===== config.mk =====
export PLATFORM = sky130hd
export DESIGN_NAME = axi_wr_arbiter
export DESIGN_NICKNAME = d
export VERILOG_FILES = /design/src/rtl/axi_wr_arbiter_pkg.sv /design/src/rtl/axi_rr_picker.sv /design/src/rtl/axi_wr_arbiter.sv
export SDC_FILE = /design/constraint.sdc
export NUM_CORES = 1
export LEC_CHECK = 0
export CELL_PAD_IN_SITES_DETAIL_PLACEMENT = 0
export CELL_PAD_IN_SITES_GLOBAL_PLACEMENT = 2
export CORE_AREA = 5 5 111 113
export CTS_BUF_LIST = sky130_fd_sc_hd__clkbuf_2 sky130_fd_sc_hd__clkbuf_4 sky130_fd_sc_hd__clkbuf_8
export DETAILED_ROUTE_END_ITERATION = 7
export DIE_AREA = 0 0 116 118
export DONT_BUFFER_PORTS = 1
export GPL_TIMING_DRIVEN = 0
export PLACE_DENSITY = 0.46
export SYNTH_ARGS = -nofsm -noshare
export SYNTH_HDL_FRONTEND = slang
export SYNTH_HIERARCHICAL = 1
export SYNTH_SLANG_ARGS = --single-unit
export TNS_END_PERCENT = 30

===== constraint.sdc =====
create_clock -name aclk -period 1.19 [get_ports aclk]
set_input_delay 0.0595 -clock aclk [delete_from_list [all_inputs] [get_ports aclk]]
set_output_delay 0.0595 -clock aclk [all_outputs]
set_load 0.03 [all_outputs]

===== src/rtl/axi_wr_arbiter_pkg.sv =====
// Shared types for the AXI write-channel arbiter: payload structs, FSM states and sizing.
package axi_arb_pkg;

   localparam int unsigned ID_W      = 4;
   localparam int unsigned ADDR_W    = 32;
   localparam int unsigned DATA_W    = 32;
   localparam int unsigned STRB_W    = DATA_W / 8;
   localparam int unsigned NUM_M_MAX = 4;
   localparam int unsigned IDX_W     = $clog2(NUM_M_MAX);

   typedef struct packed {
      logic [ID_W-1:0]   awid;
      logic [ADDR_W-1:0] awaddr;
      logic [3:0]        awlen;
      logic [2:0]        awsize;
      logic [1:0]        awburst;
   } aw_t;

   typedef struct packed {
      logic [ID_W-1:0]   wid;
      logic [DATA_W-1:0] wdata;
      logic [STRB_W-1:0] wstrb;
      logic              wlast;
   } w_t;

   typedef struct packed {
      logic [ID_W-1:0] bid;
      logic [1:0]      bresp;
   } b_t;

   typedef enum logic [1:0] {IDLE, ADDR, DATA, RESP} arb_state_t;

   function automatic logic [IDX_W-1:0] onehot_to_idx(input logic [NUM_M_MAX-1:0] oh);
      logic [IDX_W-1:0] idx;
      idx = '0;
      for (int unsigned i = 0; i < NUM_M_MAX; i++) begin
         if (oh[i]) idx = IDX_W'(i);
      end
      return idx;
   endfunction

endpackage


===== src/rtl/axi_rr_picker.sv =====
// Combinational round-robin picker: first requester at or after the pointer wins (one-hot).
module axi_rr_picker
   import axi_arb_pkg::*;
#(
   parameter int unsigned NUM_M = 2
) (
   input  logic [IDX_W-1:0] i_ptr,
   input  logic [NUM_M-1:0] i_req,
   output logic [NUM_M-1:0] o_grant
);

   logic w_found;

   always_comb begin
      o_grant = '0;
      w_found = 1'b0;
      for (int unsigned k = 0; k < NUM_M; k++) begin
         for (int unsigned j = 0; j < NUM_M; j++) begin
            if (!w_found && i_req[j] && (j == (32'(i_ptr) + k) % NUM_M)) begin
               o_grant[j] = 1'b1;
               w_found    = 1'b1;
            end
         end
      end
   end

endmodule


===== src/rtl/axi_wr_arbiter.sv =====
// NUM_M-master AXI write arbiter; one master owns AW/W/B for a whole transaction.
// Optional `AXI_WR_ARB_LEN_CHECK_EN: beat counter drives wlast and flags length mismatches on err.
module axi_wr_arbiter
   import axi_arb_pkg::*;
#(
   parameter int unsigned NUM_M = 2
) (
   input  logic             aclk,
   input  logic             arst,
   input  logic [NUM_M-1:0] m_awvalid,
   output logic [NUM_M-1:0] m_awready,
   input  aw_t  [NUM_M-1:0] m_aw,
   input  logic [NUM_M-1:0] m_wvalid,
   output logic [NUM_M-1:0] m_wready,
   input  w_t   [NUM_M-1:0] m_w,
   output logic [NUM_M-1:0] m_bvalid,
   input  logic [NUM_M-1:0] m_bready,
   output b_t               m_b,
   output logic             s_awvalid,
   input  logic             s_awready,
   output aw_t              s_aw,
   output logic             s_wvalid,
   input  logic             s_wready,
   output w_t               s_w,
   input  logic             s_bvalid,
   output logic             s_bready,
   input  b_t               s_b,
   output logic [NUM_M-1:0] grant,
   output logic             err
);

   arb_state_t           r_state;
   arb_state_t           w_state_nxt;
   logic [IDX_W-1:0]     r_ptr;
   logic [IDX_W-1:0]     r_owner;
   logic [NUM_M-1:0]     r_grant;
   logic [NUM_M-1:0]     w_pick;
   logic [NUM_M_MAX-1:0] w_pick_ext;
   aw_t                  w_own_aw;
   w_t                   w_own_w;
   logic                 w_last_beat;
   logic                 w_b_hs;

   axi_rr_picker #(.NUM_M(NUM_M)) u_picker (
      .i_ptr   (r_ptr),
      .i_req   (m_awvalid),
      .o_grant (w_pick)
   );

   always_comb begin
      w_pick_ext             = '0;
      w_pick_ext[NUM_M-1:0]  = w_pick;
   end

   // Owner payload mux; r_grant is one-hot (or zero in IDLE).
   always_comb begin
      w_own_aw = '0;
      w_own_w  = '0;
      for (int unsigned i = 0; i < NUM_M; i++) begin
         if (r_grant[i]) begin
            w_own_aw = m_aw[i];
            w_own_w  = m_w[i];
         end
      end
   end

   assign s_aw   = w_own_aw;
   assign m_b    = s_b;
   assign grant  = r_grant;
   assign w_b_hs = s_bvalid & s_bready;

`ifdef AXI_WR_ARB_LEN_CHECK_EN
   logic [3:0] r_beats;
   logic       w_cnt_last;
   logic       w_aw_hs;
   logic       w_w_hs;

   assign w_aw_hs     = s_awvalid & s_awready;
   assign w_w_hs      = s_wvalid & s_wready;
   assign w_cnt_last  = (r_beats == 4'd0);
   assign w_last_beat = w_cnt_last;
   assign err         = (r_state == DATA) & w_w_hs & (w_own_w.wlast != w_cnt_last);

   always_comb begin
      s_w       = w_own_w;
      s_w.wlast = w_cnt_last;
   end

   always_ff @(posedge aclk) begin
      if (arst) begin
         r_beats <= '0;
      end else if (w_aw_hs) begin
         r_beats <= w_own_aw.awlen;
      end else if (w_w_hs) begin
         r_beats <= r_beats - 4'd1;
      end
   end
`else
   assign w_last_beat = w_own_w.wlast;
   assign err         = 1'b0;
   assign s_w         = w_own_w;
`endif

   always_ff @(posedge aclk) begin
      if (arst) r_state <= IDLE;
      else      r_state <= w_state_nxt;
   end

   always_comb begin
      w_state_nxt = r_state;
      s_awvalid   = 1'b0;
      s_wvalid    = 1'b0;
      s_bready    = 1'b0;
      m_awready   = '0;
      m_wready    = '0;
      m_bvalid    = '0;
      unique case (r_state)
         IDLE: begin
            if (|m_awvalid) w_state_nxt = ADDR;
         end
         ADDR: begin
            s_awvalid = |(m_awvalid & r_grant);
            m_awready = r_grant & {NUM_M{s_awready}};
            if (s_awvalid & s_awready) w_state_nxt = DATA;
         end
         DATA: begin
            s_wvalid = |(m_wvalid & r_grant);
            m_wready = r_grant & {NUM_M{s_wready}};
            if (s_wvalid & s_wready & w_last_beat) w_state_nxt = RESP;
         end
         RESP: begin
            m_bvalid = r_grant & {NUM_M{s_bvalid}};
            s_bready = |(m_bready & r_grant);
            if (s_bvalid & s_bready) w_state_nxt = IDLE;
         end
         default: w_state_nxt = IDLE;
      endcase
   end

   // Owner is captured when leaving IDLE; pointer advances past it once B completes.
   always_ff @(posedge aclk) begin
      if (arst) begin
         r_ptr   <= '0;
         r_owner <= '0;
         r_grant <= '0;
      end else if (r_state == IDLE && |m_awvalid) begin
         r_grant <= w_pick;
         r_owner <= onehot_to_idx(w_pick_ext);
      end else if (r_state == RESP && w_b_hs) begin
         r_grant <= '0;
         r_ptr   <= (r_owner == IDX_W'(NUM_M - 1)) ? '0 : r_owner + 1'b1;
      end
   end

endmodule


# Word-level counts from Yosys, hierarchy flattened
# Index checks and enable logic that the tools add are counted.
word_totals:
  ff_bits: 6
  inputBits: 189
op_classes:
  reduce_logical: 22
  mux: 25
  n_eq_ne: 8
  bitwise_logic: 12
  add_sub_neg: 2
ops:
  columns: ["cell", "count"]
  rows:
  - ["$mux W45", 2]
  - ["$mux W41", 2]
  - ["$logic_not A32 Y1", 2]
  - ["$mux W2", 9]
  - ["$and A2 B2 Y2", 6]
  - ["$mux W1", 11]
  - ["$logic_and A1 B1 Y1", 9]
  - ["$ne A2 B2 Y1 const B", 4]
  - ["$pmux W2 S4", 1]
  - ["$reduce_or A2 Y1", 4]
  - ["$and A1 B1 Y1", 5]
  - ["$eq A2 B2 Y1 const B", 2]
  - ["$reduce_and A4 Y1", 1]
  - ["$logic_not A1 Y1", 3]
  - ["$add A1 B1 Y1 const B", 2]
  - ["$eq A2 B1 Y1 const B", 1]
  - ["$logic_not A2 Y1", 1]
  - ["$reduce_and A2 Y1", 1]
  - ["$reduce_bool A2 Y1", 1]
  - ["$eq A1 B1 Y1 const B", 1]
  - ["$not A1 Y1", 1]

# Longest topological paths before layout
logic_depth:
  word_depth: 16
  mapped_depth: 5

# Hierarchy
# Netlist, hierarchy kept.
by_module_without_submodules:
  columns: ["module", "cells_each", "seq_area_each_um2", "n_inst", "area_each_um2"]
  rows:
  - ["axi_wr_arbiter", 173, 120.1, 1, 1405.1]
  - ["axi_rr_picker", 3, 0.0, 1, 18.8]

# Worst setup path before layout
# Ideal clock, no wire load.
synth_timing:
  kind: "register -> output"
  start: "reg r_grant[0] (netlist: grant[0])"
  end: "out s_w[11] in the netlist's numbering"
  arrival_time_ns: 1.448
  path_stages_with_launch: 5
  slack_ns: -0.317
  t_required_ns: 1.131
  n_path_buf: 2
  cell_sequence: "dfxtp_1 -> buf_6 -> and2b_1 -> clkbuf_1 -> a22o_1"
synth_rtl:
  columns: ["item", "line_no", "text"]
  rows:
  - ["from (decl)", "axi_wr_arbiter.sv:36", "logic [NUM_M-1:0] r_grant;"]
  - ["from (signal assigned)", "axi_wr_arbiter.sv:147", "r_grant <= w_pick;"]
  - ["to (decl)", "axi_wr_arbiter.sv:24", "output w_t s_w,"]

==> results.md <==
- Drt drc: 0
- Final worst slack: -0.385 ns
- Hold path endpoint: r_state[1]$_SDFFE_PP0P_
- Max-slew violation count: 0
- Clock tree sinks: 6
- # diodes: 0
- Htree depth: 1
- Cell taking the most area after synthesis: a22o_1
- Dpl ws: -0.482 ns
- Sequential fraction of the synthesis area: 8.44%
- Synth Register Bits: 6
- Layout Area Growth over Synthesis: 89.6%
- # placed instances: 319
- Hold Path Depth: 2
- Crit path DAT: 1.52 ns
- Max-Cap Viols: 0
- Hold Path Class: input pin to flip-flop
- Setup repair after global routing missed its margin: true
- Maximum vdd drop: 567 uV
- Critical Path Stages: 5
- Worst R2R Path Depth: 6
- Non-Filler Instances: 332
- Worst R2R End: r_state[1]$_SDFFE_PP0P_
- Most instantiated cells after synthesis: 85 x a22o_1, 10 x buf_4, 9 x clkbuf_1
- Area contributors post-synth: a22o_1 52%, dfxtp_1 8.4%, buf_6 5.5%, buf_4 5.3%, ha_1 3.5%
- Initial antenna violation count: 0
- TNS Setup: -32.21 ns
- Final setup fails: 99
- Worst Setup End Kind: output pin
- Die H: 118 um
- Clock Skew: 0.00228 ns
- Global-route wire length before repair: 12.1 mm
- WL per Instance: 27.4 um
- Starting DRT DRC Count: 29
- P per Cell Area: 1540 nW/um^2
- Initial core utilization: 12.7%
- Final Hold Viols: 0
- Status: finished, violations left
- All-layer global routing usage: 11.6%
- Num CTS Buffers: 3
- Ys Warns: 6
- Final period util: 132%
- Synth Flop Type: dfxtp_1
- Async SR Flop Fraction: 0%
- Die ar.: 13700 sq um
- Leak pwr: 1.24 nW
- Crit path max-delay family: buffers and inverters
- Post-synth EDFFs: 0
- Crit Path Class: flip-flop to output pin
- Power Total: 4.15 mW
- Final nets: 384
- Grt total ovfl: 0
- CP Max Fanout: 10
- Hold_sp: arst
- Reg-to-reg slack, setup: -0.34 ns
- Cell count after synthesis: 176
- DPL Wire Length: 7.77 mm
- Largest net degree at the start of global routing: 11
- Root Driver: clkbuf_8
- Post-synth cell types: 32
- Core area: 11200 sq um
- Worst-path cell chain: buf_6, and2b_4, buf_12, buf_12, a22o_4
- RR Startpoint: grant[0]$_SDFFE_PP0P_
- DR vias: 1672
- Clk buf depth: 2
- CP dominant cell by count: buf_12
- Yosys top cell area share: 52.3%
- Top-level port count: 293
- Antenna Nets Post-Route: 0
- Most common cell in the netlist: a22o_1
- Synth Net Count: 369
- CTS tree: built
- Syn_area_per_cell: 8.09 sq um
- 1st-pass router iterations: 4
- GPL Wtd Cong: 0.791
- Clock-pin slew on the worst setup and hold paths: 0.04 ns
- Max stage delay on crit path: 0.37 ns
- Vias/cell: 5.04
- Buffers added on ports: 0
- Crit path max-delay cell type: dfxtp_4
- Minimum clock period: 1.57 ns
- Buf+Inv Stages, Crit Path: 3
- Skew-Pair Late Insertion Delay: 0.22 ns
- Failing checks: setup timing
- Share of layout cells above drive strength 1: 78.3%
- Number of global-route vias before repair: 1852
- Critical Path RT: 1.13 ns
- WL final: 9.11 mm
- Die Wd: 116 um
- Cell Area, Synth: 1420 sq um
- Fmax: 635 MHz
- Row count: 39
- Critical Path Start Type: flip-flop
-- registers in the layout, summed over array words and instances (netlist names) --
register,flops
r_ptr,1
grant,2
r_owner,1
r_state,2
-- repair_timing --
item | CTS | global route
endpoints found under the setup margin | 101 | 101
pin swaps | 10 | 13
setup buffers | 4 | 3
resized for setup | 77 | 13
endpoints found under the hold margin | 5 | 0
hold buffers | 1 | 0
cloned | 2 | 0
-- worst max path at each step --
stage	start	endpoint
final	grant[0]$_SDFFE_PP0P_	s_aw[30]
after global routing	grant[0]$_SDFFE_PP0P_	r_state[1]$_SDFFE_PP0P_
after CTS	grant[0]$_SDFFE_PP0P_	s_aw[37]
after detailed placement	grant[1]$_SDFFE_PP0P_	s_w[9]
after global placement	grant[1]$_SDFFE_PP0P_	s_w[9]
after floorplan	grant[0]$_SDFFE_PP0P_	s_aw[0]
-- layout by cell type, fill, tap and decap left out, types with 2 or more instances in the layout --
cell      synthesis  routed
inv_1             7       7
clkbuf_8          0       3
dfxtp_2           0       2
buf_16            0       2
and3_4            0       6
clkbuf_2          0       5
dfxtp_4           0       2
buf_6             7       2
dfxtp_1           6       2
a21oi_1           4       4
nor2_1            4       2
ha_2              0       3
buf_4            10      14
buf_8             0       4
nand2_1           6       5
nand3_1           2       2
a22o_4            0      84
buf_12            0       7
nand2b_1          2       2
nor2b_4           0       2
nor2b_1           4       2
a22oi_2           1       2
nor2_2            0       2
-- kinds of logic (layout without fill, tap and decap cells) --
logic type | after synthesis | in the layout | synth area share (%)
buffers and inverters | 34 | 47 | 15.4
AND/OR/NAND/NOR | 27 | 27 | 10.1
flip-flops | 6 | 6 | 8.44
multiplexers | 1 | 1 | 0.703
AO/OA/AOI/OAI | 103 | 103 | 61.6
adder cells (fa/ha/maj) | 4 | 4 | 3.52
other | 1 | 1 | 0.263
-- where the power goes --
group / internal [mW] / switching [mW]
combinational: 1.44 / 2.07
clock: 0.217 / 0.0876
sequential: 0.259 / 0.0742
-- layer usage --
layer / vias to the layer above / wire [um] / GRT usage (%)
met2: 121 / 5010 / 22.2
met5: - / 0 / 0
li1: 736 / - / -
met4: 0 / 0 / 1.09
met3: 0 / 677 / 1.54
met1: 815 / 3420 / 13.9
-- cell type report --
class	count	area, sq um
multi-input combinational	136	1890
tap	143	179
sequential	6	130
clock buffer	3	41.3
timing repair buffer	10	129
buffer	27	302
inverter	7	26.3
fill	1213	8520
-- worst register-to-register path, cell delays in order, from the launching register on --
cell,delay (ns)
dfxtp_4,0.40
buf_6,0.12
buf_8,0.11
a22oi_2,0.12
a221oi_2,0.30
o211a_1,0.23
mux2i_1,0.18
-- metrics by stage --
step	utilization, %	hold WS [ns]	cell area, sq um
3_3_place_gp	19.8	0.123	2220
2_1_floorplan	-	0.119	2040
3_5_place_dp	19.8	0.123	2220
4_1_cts	23.5	0.0109	2630
5_1_grt	24.1	0.0308	2700
6_report	24.1	0.0136	2700
Power figures use the tool's default switching activity.
